File: config.mk
export PLATFORM = sky130hd
export DESIGN_NAME = lcd_frame_reader
export DESIGN_NICKNAME = d
export VERILOG_FILES = /design/src/rtl/lcd_timing_pkg.sv /design/src/rtl/lcd_sync_counter.sv /design/src/rtl/lcd_frame_reader.sv
export SDC_FILE = /design/constraint.sdc
export NUM_CORES = 1
export LEC_CHECK = 0
export ABC_CLOCK_PERIOD_IN_PS = 4300
export CAP_MARGIN = 20
export CORE_UTILIZATION = 60
export DETAILED_ROUTE_END_ITERATION = 7
export DONT_BUFFER_PORTS = 1
export MAX_ROUTING_LAYER = met4
export PLACE_DENSITY = 0.72
export SYNTH_ARGS = -nofsm -noshare
export SYNTH_HDL_FRONTEND = slang
export SYNTH_SLANG_ARGS = --single-unit
export TNS_END_PERCENT = 50
File: constraint.sdc
create_clock -name CLK -period 4.3 [get_ports CLK]
set_input_delay 0.86 -clock CLK [delete_from_list [all_inputs] [get_ports CLK]]
set_output_delay 0.86 -clock CLK [all_outputs]
set_load 0.02 [all_outputs]
File: src/rtl/lcd_timing_pkg.sv
// lcd_timing_pkg
// Timing constants for an 800x480 panel at a 1056x525 total raster, plus the
// pixel helpers shared by the frame reader:
//   - rgb565_to_888 : bit-replicating RGB565 -> RGB888 expansion
//   - bar_of        : active column -> colour-bar index (100-pixel bars)
//   - bar_colour    : colour-bar index -> RGB888 colour
// The bar helpers are only used by the optional test-pattern build
// (LCD_TEST_PATTERN_EN).
package lcd_timing_pkg;

    localparam int H_CNT_W = 11;
    localparam int V_CNT_W = 10;

    // Horizontal timing, in pixel clocks
    localparam logic [H_CNT_W-1:0] H_SYNC      = 11'd128;
    localparam logic [H_CNT_W-1:0] H_BP        = 11'd88;
    localparam logic [H_CNT_W-1:0] H_ACT       = 11'd800;
    localparam logic [H_CNT_W-1:0] H_FP        = 11'd40;
    localparam logic [H_CNT_W-1:0] H_TOTAL     = 11'd1056;
    localparam logic [H_CNT_W-1:0] H_MAX       = 11'd1055;
    localparam logic [H_CNT_W-1:0] H_SYNC_END  = 11'd127;
    localparam logic [H_CNT_W-1:0] H_ACT_START = 11'd216;
    localparam logic [H_CNT_W-1:0] H_ACT_END   = 11'd1015;

    // Vertical timing, in lines
    localparam logic [V_CNT_W-1:0] V_SYNC      = 10'd2;
    localparam logic [V_CNT_W-1:0] V_BP        = 10'd33;
    localparam logic [V_CNT_W-1:0] V_ACT       = 10'd480;
    localparam logic [V_CNT_W-1:0] V_FP        = 10'd10;
    localparam logic [V_CNT_W-1:0] V_TOTAL     = 10'd525;
    localparam logic [V_CNT_W-1:0] V_MAX       = 10'd524;
    localparam logic [V_CNT_W-1:0] V_SYNC_END  = 10'd1;
    localparam logic [V_CNT_W-1:0] V_ACT_START = 10'd35;
    localparam logic [V_CNT_W-1:0] V_ACT_END   = 10'd514;
    // First front-porch line: the read port is re-armed here
    localparam logic [V_CNT_W-1:0] V_LOAD_LINE = 10'd515;

    typedef struct packed {
        logic [7:0] r;
        logic [7:0] g;
        logic [7:0] b;
    } rgb888_t;

    typedef enum logic [2:0] {
        BAR_WHITE   = 3'd0,
        BAR_YELLOW  = 3'd1,
        BAR_CYAN    = 3'd2,
        BAR_GREEN   = 3'd3,
        BAR_MAGENTA = 3'd4,
        BAR_RED     = 3'd5,
        BAR_BLUE    = 3'd6,
        BAR_BLACK   = 3'd7
    } bar_e;

    // Replicate the top bits of each channel into the new LSBs so that
    // full-scale 565 maps to full-scale 888.
    function automatic rgb888_t rgb565_to_888(input logic [15:0] px);
        rgb888_t c;
        c.r = {px[15:11], px[15:13]};
        c.g = {px[10:5],  px[10:9]};
        c.b = {px[4:0],   px[4:2]};
        return c;
    endfunction

    // Column (0..799 inside the active area) to bar index
    function automatic bar_e bar_of(input logic [H_CNT_W-1:0] x);
        bar_e bar;
        if (x < 11'd100)      bar = BAR_WHITE;
        else if (x < 11'd200) bar = BAR_YELLOW;
        else if (x < 11'd300) bar = BAR_CYAN;
        else if (x < 11'd400) bar = BAR_GREEN;
        else if (x < 11'd500) bar = BAR_MAGENTA;
        else if (x < 11'd600) bar = BAR_RED;
        else if (x < 11'd700) bar = BAR_BLUE;
        else                  bar = BAR_BLACK;
        return bar;
    endfunction

    function automatic rgb888_t bar_colour(input bar_e bar);
        rgb888_t c;
        case (bar)
            BAR_WHITE:   c = 24'hFFFFFF;
            BAR_YELLOW:  c = 24'hFFFF00;
            BAR_CYAN:    c = 24'h00FFFF;
            BAR_GREEN:   c = 24'h00FF00;
            BAR_MAGENTA: c = 24'hFF00FF;
            BAR_RED:     c = 24'hFF0000;
            BAR_BLUE:    c = 24'h0000FF;
            BAR_BLACK:   c = 24'h000000;
            default:     c = 24'h000000;
        endcase
        return c;
    endfunction

endpackage

File: src/rtl/lcd_sync_counter.sv
// lcd_sync_counter
// Raster position counters and their decode.
// Ports:
//   clk, rst_n  : pixel clock, async active-low reset
//   h_pos       : column relative to the first active pixel (only built with
//                 LCD_TEST_PATTERN_EN)
//   h_active    : horizontal active window (216..1015)
//   v_active    : vertical active window (35..514)
//   hsync       : high during horizontal sync (0..127)
//   vsync       : high during vertical sync (lines 0..1)
//   rearm       : single-cycle strobe at (h=0, v=515)
// Reset parks the counters at the re-arm point so a fresh read-port load
// follows every reset release.
module lcd_sync_counter
    import lcd_timing_pkg::*;
(
    input  logic               clk,
    input  logic               rst_n,
`ifdef LCD_TEST_PATTERN_EN
    output logic [H_CNT_W-1:0] h_pos,
`endif
    output logic               h_active,
    output logic               v_active,
    output logic               hsync,
    output logic               vsync,
    output logic               rearm
);

    logic [H_CNT_W-1:0] h_cnt_r;
    logic [V_CNT_W-1:0] v_cnt_r;

    // Horizontal counter wraps each line and steps the vertical counter
    always_ff @(posedge clk or negedge rst_n) begin
        if (!rst_n) begin
            h_cnt_r <= 11'd0;
            v_cnt_r <= V_LOAD_LINE;
        end else if (h_cnt_r == H_MAX) begin
            h_cnt_r <= 11'd0;
            if (v_cnt_r == V_MAX) begin
                v_cnt_r <= 10'd0;
            end else begin
                v_cnt_r <= v_cnt_r + 10'd1;
            end
        end else begin
            h_cnt_r <= h_cnt_r + 11'd1;
        end
    end

    // Window and strobe decode straight from the counter registers
    always_comb begin
        h_active = 1'b0;
        v_active = 1'b0;
        hsync    = 1'b0;
        vsync    = 1'b0;
        rearm    = 1'b0;
        if ((h_cnt_r >= H_ACT_START) && (h_cnt_r <= H_ACT_END)) begin
            h_active = 1'b1;
        end else begin
            h_active = 1'b0;
        end
        if ((v_cnt_r >= V_ACT_START) && (v_cnt_r <= V_ACT_END)) begin
            v_active = 1'b1;
        end else begin
            v_active = 1'b0;
        end
        if (h_cnt_r <= H_SYNC_END) begin
            hsync = 1'b1;
        end else begin
            hsync = 1'b0;
        end
        if (v_cnt_r <= V_SYNC_END) begin
            vsync = 1'b1;
        end else begin
            vsync = 1'b0;
        end
        if ((h_cnt_r == 11'd0) && (v_cnt_r == V_LOAD_LINE)) begin
            rearm = 1'b1;
        end else begin
            rearm = 1'b0;
        end
    end

`ifdef LCD_TEST_PATTERN_EN
    assign h_pos = h_cnt_r - H_ACT_START;
`endif

endmodule

File: src/rtl/lcd_frame_reader.sv
// lcd_frame_reader
// Scans an 800x480 LCD frame, pulls RGB565 pixels from an SDRAM read FIFO
// and drives the panel. Re-arms the SDRAM read address once per frame at the
// start of vertical front porch, choosing between two frame buffers.
// Optional build macro: LCD_TEST_PATTERN_EN adds input TP_EN which replaces
// the pixel colour by eight 100-pixel colour bars (the FIFO is still drained
// exactly as in normal operation so the SDRAM address stays in step).
// Ports:
//   CLK, RESET_N          : pixel clock, async active-low reset
//   FRAME_SEL             : frame buffer select, sampled at re-arm
//   TP_EN                 : test-pattern enable (LCD_TEST_PATTERN_EN only)
//   RD_DATA, RD_EMPTY     : read-FIFO q (valid the cycle after RD) and empty
//   RD                    : read-FIFO read request
//   RD_LOAD               : address load / FIFO clear pulse, LOAD_CYCLES long
//   RD_ADDR, RD_LENGTH    : frame start address and burst length
//   LCD_R/G/B, LCD_DE     : pixel colour and data enable
//   LCD_HSYNC_N/VSYNC_N   : active-low syncs
//   FRAME_DONE            : one-cycle pulse at the end of the active frame
//   UNDERFLOW             : sticky, FIFO empty during an active read slot
// Every LCD output lags the raster counter by exactly two clocks.
module lcd_frame_reader
    import lcd_timing_pkg::*;
#(
    parameter int unsigned       ADDR_W      = 23,
    parameter logic [ADDR_W-1:0] FRAME_BASE0 = 23'h000000,
    parameter logic [ADDR_W-1:0] FRAME_BASE1 = 23'h100000,
    parameter logic [8:0]        BURST_LEN   = 9'd128,
    parameter logic [3:0]        LOAD_CYCLES = 4'd4
) (
    input  logic              CLK,
    input  logic              RESET_N,
    input  logic              FRAME_SEL,
`ifdef LCD_TEST_PATTERN_EN
    input  logic              TP_EN,
`endif
    input  logic [15:0]       RD_DATA,
    input  logic              RD_EMPTY,
    output logic              RD,
    output logic              RD_LOAD,
    output logic [ADDR_W-1:0] RD_ADDR,
    output logic [8:0]        RD_LENGTH,
    output logic [7:0]        LCD_R,
    output logic [7:0]        LCD_G,
    output logic [7:0]        LCD_B,
    output logic              LCD_DE,
    output logic              LCD_HSYNC_N,
    output logic              LCD_VSYNC_N,
    output logic              FRAME_DONE,
    output logic              UNDERFLOW
);

    logic    h_active_s;
    logic    v_active_s;
    logic    hsync_s;
    logic    vsync_s;
    logic    rearm_s;
    logic    active_s;
    logic    rd_s;

    // Decode delayed by one clock, aligned with the FIFO q
    logic    act_d_r;
    logic    rd_d_r;
    logic    hsync_d_r;
    logic    vsync_d_r;

    logic    lcd_de_r;
    logic    lcd_hsync_n_r;
    logic    lcd_vsync_n_r;
    rgb888_t pixel_s;
    rgb888_t pixel_r;

    logic       rd_load_r;
    logic [3:0] load_cnt_r;
    logic       frame_sel_r;
    logic       frame_done_r;
    logic       underflow_r;

`ifdef LCD_TEST_PATTERN_EN
    logic [H_CNT_W-1:0] h_pos_s;
    bar_e               bar_d_r;
`endif

    lcd_sync_counter u_sync (
        .clk      (CLK),
        .rst_n    (RESET_N),
`ifdef LCD_TEST_PATTERN_EN
        .h_pos    (h_pos_s),
`endif
        .h_active (h_active_s),
        .v_active (v_active_s),
        .hsync    (hsync_s),
        .vsync    (vsync_s),
        .rearm    (rearm_s)
    );

    assign active_s = h_active_s & v_active_s;
    // Only read when a word is available; an empty slot becomes a black pixel
    assign rd_s     = active_s & ~RD_EMPTY;

    // First pipeline stage: hold the decode until the FIFO q is valid
    always_ff @(posedge CLK or negedge RESET_N) begin
        if (!RESET_N) begin
            act_d_r   <= 1'b0;
            rd_d_r    <= 1'b0;
            hsync_d_r <= 1'b0;
            vsync_d_r <= 1'b0;
        end else begin
            act_d_r   <= active_s;
            rd_d_r    <= rd_s;
            hsync_d_r <= hsync_s;
            vsync_d_r <= vsync_s;
        end
    end

`ifdef LCD_TEST_PATTERN_EN
    // Bar index travels with the delayed decode
    always_ff @(posedge CLK or negedge RESET_N) begin
        if (!RESET_N) begin
            bar_d_r <= BAR_WHITE;
        end else begin
            bar_d_r <= bar_of(h_pos_s);
        end
    end
`endif

    // Pixel colour for the second stage
    always_comb begin
        pixel_s = 24'h000000;
`ifdef LCD_TEST_PATTERN_EN
        if (act_d_r && TP_EN) begin
            pixel_s = bar_colour(bar_d_r);
        end else if (act_d_r && rd_d_r) begin
            pixel_s = rgb565_to_888(RD_DATA);
        end else begin
            pixel_s = 24'h000000;
        end
`else
        if (act_d_r && rd_d_r) begin
            pixel_s = rgb565_to_888(RD_DATA);
        end else begin
            pixel_s = 24'h000000;
        end
`endif
    end

    // Second pipeline stage: panel output registers
    always_ff @(posedge CLK or negedge RESET_N) begin
        if (!RESET_N) begin
            lcd_de_r      <= 1'b0;
            lcd_hsync_n_r <= 1'b1;
            lcd_vsync_n_r <= 1'b1;
            pixel_r       <= 24'h000000;
        end else begin
            lcd_de_r      <= act_d_r;
            lcd_hsync_n_r <= ~hsync_d_r;
            lcd_vsync_n_r <= ~vsync_d_r;
            pixel_r       <= pixel_s;
        end
    end

    // Per-frame re-arm: buffer select capture, load pulse and frame flags
    always_ff @(posedge CLK or negedge RESET_N) begin
        if (!RESET_N) begin
            rd_load_r    <= 1'b0;
            load_cnt_r   <= 4'd0;
            frame_sel_r  <= 1'b0;
            frame_done_r <= 1'b0;
            underflow_r  <= 1'b0;
        end else begin
            frame_done_r <= rearm_s;
            // load_cnt_r counts the remaining high cycles after the first
            if (rearm_s) begin
                frame_sel_r <= FRAME_SEL;
                rd_load_r   <= 1'b1;
                load_cnt_r  <= LOAD_CYCLES - 4'd1;
            end else if (load_cnt_r != 4'd0) begin
                rd_load_r   <= 1'b1;
                load_cnt_r  <= load_cnt_r - 4'd1;
            end else begin
                rd_load_r   <= 1'b0;
            end
            // Re-arm never coincides with an active cycle
            if (rearm_s) begin
                underflow_r <= 1'b0;
            end else if (active_s && RD_EMPTY) begin
                underflow_r <= 1'b1;
            end else begin
                underflow_r <= underflow_r;
            end
        end
    end

    assign RD          = rd_s;
    assign RD_LOAD     = rd_load_r;
    assign RD_ADDR     = frame_sel_r ? FRAME_BASE1 : FRAME_BASE0;
    assign RD_LENGTH   = BURST_LEN;
    assign LCD_R       = pixel_r.r;
    assign LCD_G       = pixel_r.g;
    assign LCD_B       = pixel_r.b;
    assign LCD_DE      = lcd_de_r;
    assign LCD_HSYNC_N = lcd_hsync_n_r;
    assign LCD_VSYNC_N = lcd_vsync_n_r;
    assign FRAME_DONE  = frame_done_r;
    assign UNDERFLOW   = underflow_r;

endmodule

Yosys cells after proc, flatten, opt, wreduce, memory -nomap -nowiden
Index checks and enable logic that the tools add are counted.
{"block": "word_totals", "wordCells": 58, "register_bits": 60, "output_inout_bits": 63}
{"block": "op_classes", "magnitude_cmp": 6, "eq_ne": 3, "n_bitwise": 5, "n_reduce_logical": 9, "mux": 15, "n_addsub": 3}
{"op": "24-bit 2-to-1 mux", "count": 1}
{"op": "21-bit 2-to-1 mux", "count": 1}
{"op": "10-bit == test (second input constant)", "count": 2}
{"op": "11-bit by 1-bit adder with 11-bit output (second input constant)", "count": 1}
{"op": "11-bit == test (second input constant)", "count": 1}
{"op": "11-bit by 8-bit >= comparator with 1-bit output (second input constant)", "count": 1}
{"op": "11-bit by 10-bit less-or-equal comparator with 1-bit output (second input constant)", "count": 1}
{"op": "11-bit by 7-bit less-or-equal comparator with 1-bit output (second input constant)", "count": 1}
{"op": "11-bit zero test", "count": 1}
{"op": "11-bit 2-to-1 mux", "count": 1}
{"op": "10-bit by 1-bit adder with 10-bit output (second input constant)", "count": 1}
{"op": "10-bit by 6-bit >= comparator with 1-bit output (second input constant)", "count": 1}
{"op": "10-bit by 1-bit less-or-equal comparator with 1-bit output (second input constant)", "count": 1}
{"op": "10-bit less-or-equal comparator (second input constant)", "count": 1}
{"op": "10-bit 2-to-1 mux", "count": 1}
{"op": "1-bit 2-to-1 mux", "count": 9}
{"op": "4-bit 2-to-1 mux", "count": 2}
{"op": "1-bit logical AND", "count": 5}
{"op": "2-bit nonzero test", "count": 2}
{"op": "4-bit nonzero test", "count": 1}
{"op": "4-bit by 1-bit subtractor with 4-bit output (second input constant)", "count": 1}
{"op": "1-bit NOT", "count": 3}
{"op": "1-bit bitwise AND", "count": 2}

Depth between registers and ports, before layout
{"block": "logic_depth", "ltp_word": 7, "depth_mapped": 7, "ltp_nobuf": 7}

Cells and area by module
Synthesis repeated with hierarchy kept, for this count alone.
{"block": "hier_totals", "cells_unflattened": 242, "area_unflattened_um2": 2635.0}
{"module": "lcd_frame_reader", "area_each_um2": 1382.6, "cells_per_inst": 117, "seq_area_each_um2": 778.2, "n_inst": 1}
{"module": "lcd_sync_counter", "area_each_um2": 1252.5, "cells_per_inst": 125, "seq_area_each_um2": 529.3, "n_inst": 1}

Least setup slack after synthesis
No wires, ideal clock.
{"block": "synth_path", "path_kind": "reg2out", "startpoint": "register u_sync.v_cnt_r[0]", "endpoint": "output port RD", "t_arrival_ps": 1718, "n_path_buf": 0, "required_time_ps": 3440, "stages_incl_launch_ff": 5, "path_slack_ps": 1722, "cell_sequence": "dfstp_2 ha_1 o41ai_1 a311o_1 nor3_1"}
{"block": "synth_via", "elab_chain_cells": 5, "word_cells_on_any_way": 6, "cone_classes": "order compare (2); mux (1); bitwise (2); reduce/logical (1)"}
{"item": "from (decl)", "line_no": "lcd_sync_counter.sv:30", "text": "logic [V_CNT_W-1:0] v_cnt_r;"}
{"item": "from (signal assigned)", "line_no": "lcd_sync_counter.sv:42", "text": "v_cnt_r <= v_cnt_r + 10'd1;"}
{"item": "10-bit by 6-bit >= comparator with 1-bit output or 10-bit less-or-equal comparator (tied branches)", "line_no": "lcd_sync_counter.sv:61", "text": "if ((v_cnt_r >= V_ACT_START) && (v_cnt_r <= V_ACT_END)) begin"}
{"item": "1-bit logical AND *", "line_no": "lcd_sync_counter.sv:61"}
{"item": "1-bit 2-to-1 mux *", "line_no": "lcd_sync_counter.sv:61"}
{"item": "1-bit bitwise AND *", "line_no": "lcd_frame_reader.sv:96", "text": "assign active_s = h_active_s & v_active_s;"}
{"item": "1-bit bitwise AND *", "line_no": "lcd_frame_reader.sv:98", "text": "assign rd_s = active_s & ~RD_EMPTY;"}
{"item": "to (decl)", "line_no": "lcd_frame_reader.sv:38", "text": "output logic RD,"}
Every way passes the cells marked *; elsewhere a longest branch is shown, timed or not.

Final worst setup path
Ends and elaborated chain as after synthesis.

==> run_results.csv <==
group,metric,value,unit
critical_path,timing.rr.start,"u_sync.v_cnt_r[0]",
drt,route.detailed.drc,0,
status,status,"finished, final reports clean",
pwr,power-per-cell-area,337,nW/um2
critical_path,worst-path-max-fanout,5,
critical_path,critPathCaptureType,"output port",
grt,groute.usage.overall,20.0,%
clocking,clock_insertion_delay_worst_skew,300,ps
grt,grt-ovfl-total,0,
critical_path,critical_path.startpoint_type,"flop",
yosys,ys_dominant_reg_cell,"dfrtp_1",
floorplanning,floorplan.die_area,4480,um2
pwr,clock_power_share,38.8,%
drt,detail_route.iter0.violations,64,
critical_path,crit_required,3440,ps
place,hpwl,2820,um
floorplanning,die-height,66.9,um
timing,max-slew-margin-rel,48.8,%
timing,finalHoldViolations,0,
drt,drt_pre_antenna_iters,4,
pwr,pwr-share-comb,2.9,%
min_path,timing.hold.worst.class,"primary input to async pin",
timing,post-route-period-util,71.8,%
place,pre_cts_slack,1550,ps
pwr,p_int,661,uW
layout,final_cell_area,2480,um2
critical_path,cp_data_arrival_time,2230,ps
clocking,cts_buffers,5,
place,portBuffers,0,
pwr,netSwitchingPower,177,uW
floorplanning,placeableCoreArea,4030,um2
timing,finalSetupTns,0,ps
grt,grt_first_pass_wirelength,6370,um
floorplanning,io-pin-count,83,
grt,grt_start_max_net_pins,53,
layout,num-fill-cells,321,
yosys,synth_area_leader_cell,"dfrtp_1",
job,drv_cap,0,
clocking,cts_root_buf,"clkbuf_8",
yosys,postSynthAreaPerCell,10.5,um2
timing,max_clock_freq,324,MHz
yosys,synth_warnings,0,
timing,timing_max_transition_violations_final,0,
yosys,yosysSeqAreaShare,51.7,%
drt,vias,1493,
timing,rsz0062_at_grt,"no",
yosys,syn_inst,240,
floorplanning,row_count,23,
pwr,leakagePower,1.27,nW
critical_path,timing.critical_path.buf_inv,0,
pwr,switching_part_of_the_total,21.1,%
yosys,syn-cell-area,2530,um2
floorplanning,starting_utilization_of_the_core_area,62.8,%
yosys,synth.cells.most_frequent,"dfrtp_1 (47), buf_4 (40), and3_1 (18)",
yosys,synthDominantCellAreaShare,46.5,%
layout,insertedDiodeCount,0,
drt,vias_per_cell,5.31,
critical_path,cp_slowest_stage_delay,600,ps
floorplanning,die_x,66.9,um
clocking,cts_resized,0,
grt,grt_pass1_vias,1340,
yosys,synth.top_cells.by_area,"dfrtp_1 (46%), buf_4 (12%), dfstp_2 (5.2%)",
layout,layout_cell_share_with_drive_strength_beyond_1,8.23,%
place,place.gp.congestion,0.853,
layout,design.final.nets,258,
yosys,most_common_cell_in_the_netlist,"dfrtp_1",
critical_path,critical_path.slowest_cell,"nor3_1",
layout,synthToLayoutAreaGrowth,-1.78,%
clocking,postCtsSetupRepairBufs,0,
clocking,htree_levels,2,
yosys,synth-edff-count,0,
place,place_area,2370,um2
drt,routed_wire_length_per_instance,14.1,um
timing,setup_ws,1210,ps
grt,grt_antenna_before_repair,0,
yosys,post_synthesis_sequential_element_count,52,
clocking,clock_sinks,52,
yosys,asyncSetResetFlopFracSynth,100,%
drt,drtAntennaViolNets,0,
timing,finalCriticalPeriod,3090,ps
pwr,power.share.sequential,58.3,%
timing,tightest_pin_transition,762,ps
timing,finClkSkew,3.09,ps
clocking,post_cts_hold_buffer_count,0,
pwr,peakVddDrop,0.146,mV
critical_path,critical-path-top-delay-family,"simple AND/OR/NAND/NOR gates",
drt,drt_wl_total,3950,um
critical_path,crit_path_cell_trace,"ha_1 -> o41ai_1 -> a311o_1 -> nor3_1",
critical_path,worst_setup_path_startpoint,"u_sync.v_cnt_r[0]",
clocking,path_clk_slew,90,ps
critical_path,setup.worst_path.class,"flop to output port",
yosys,ys_types,42,
clocking,cts_tree,"built",
clocking,cts-root-to-sink-buffers,2,
timing,final-setup-viol-count,0,
-- cell usage in the layout, fill, tap and decap left out, types with 8 or more instances in the layout --
cell,count
dfrtp_1,47
conb_1,31
and3_1,18
nor2_1,15
nand2_1,13
inv_1,11
xnor2_1,9
nor3_1,8
ha_1,8
-- routing by layer --
metal	routed length (um)	global-route usage [%]	up-vias
li1	-	-	724
met1	1740	26.6	704
met2	1900	29.4	63
met3	305	5.31	2
met4	12	6.91	0
met5	0	-	-
-- power by group through the flow --
stage               Clock (mW)  Sequential [mW]  Combinational (mW)
floorplan                    0            0.498              0.0453
global placement             0            0.498              0.0236
detailed placement           0            0.498              0.0236
CTS                      0.333            0.489              0.0236
global route             0.352            0.489              0.0267
finish                   0.325            0.489              0.0241
-- flip-flops by register name, indices dropped and copies added (netlist names), 4 cells and up --
signal,flops
LCD_B,5
LCD_G,6
LCD_R,5
load_cnt_r,4
u_sync.h_cnt_r,11
u_sync.v_cnt_r,10
-- path summary, 6_finish.rpt --
check                      slack, ps  depth (start not counted)                 to
setup / recovery                1210                          4                 RD
hold / removal                   250                          0  u_sync.v_cnt_r[6]
setup reg to reg                2190                          4             rd_d_r
hold reg to reg                  360                          1        LCD_HSYNC_N
max in group asynchronous       3870                          0  u_sync.v_cnt_r[9]
min in group CLK                 360                          1        LCD_HSYNC_N
-- area by class of cell --
cell class | instances | area (um2) | area share, %
clock inverter | 3 | 42.5 | 1.71
clock buffer | 5 | 68.8 | 2.77
tap | 50 | 62.6 | 2.52
sequential | 52 | 1310 | 52.6
multi-input combinational | 160 | 962 | 38.7
inverter | 11 | 41.3 | 1.66
-- logic make-up (layout without fill, tap and decap cells) --
| group | count (synthesis) | after routing | share of synthesized area [%] |
|---|---|---|---|
| flip-flops | 52 | 52 | 51.7 |
| XOR/XNOR | 14 | 14 | 4.85 |
| other | 2 | 31 | 0.297 |
| adder cells (fa/ha/maj) | 8 | 8 | 3.96 |
| buffers and inverters | 57 | 19 | 14.6 |
| multiplexers | 1 | 1 | 0.445 |
| AND/OR/NAND/NOR | 85 | 85 | 18.7 |
| AO/OA/AOI/OAI | 21 | 21 | 5.44 |
-- metrics by stage --
step	total power, mW	hold slack [ps]	cells	utilization [%]
floorplan	0.544	337	269	-
global placement	0.522	339	273	58.9
detailed placement	0.522	345	273	58.9
CTS	0.845	233	281	61.7
global route	0.868	221	281	61.7
finish	0.838	247	281	61.7
Note: power is estimated with default switching activity, not from simulation.
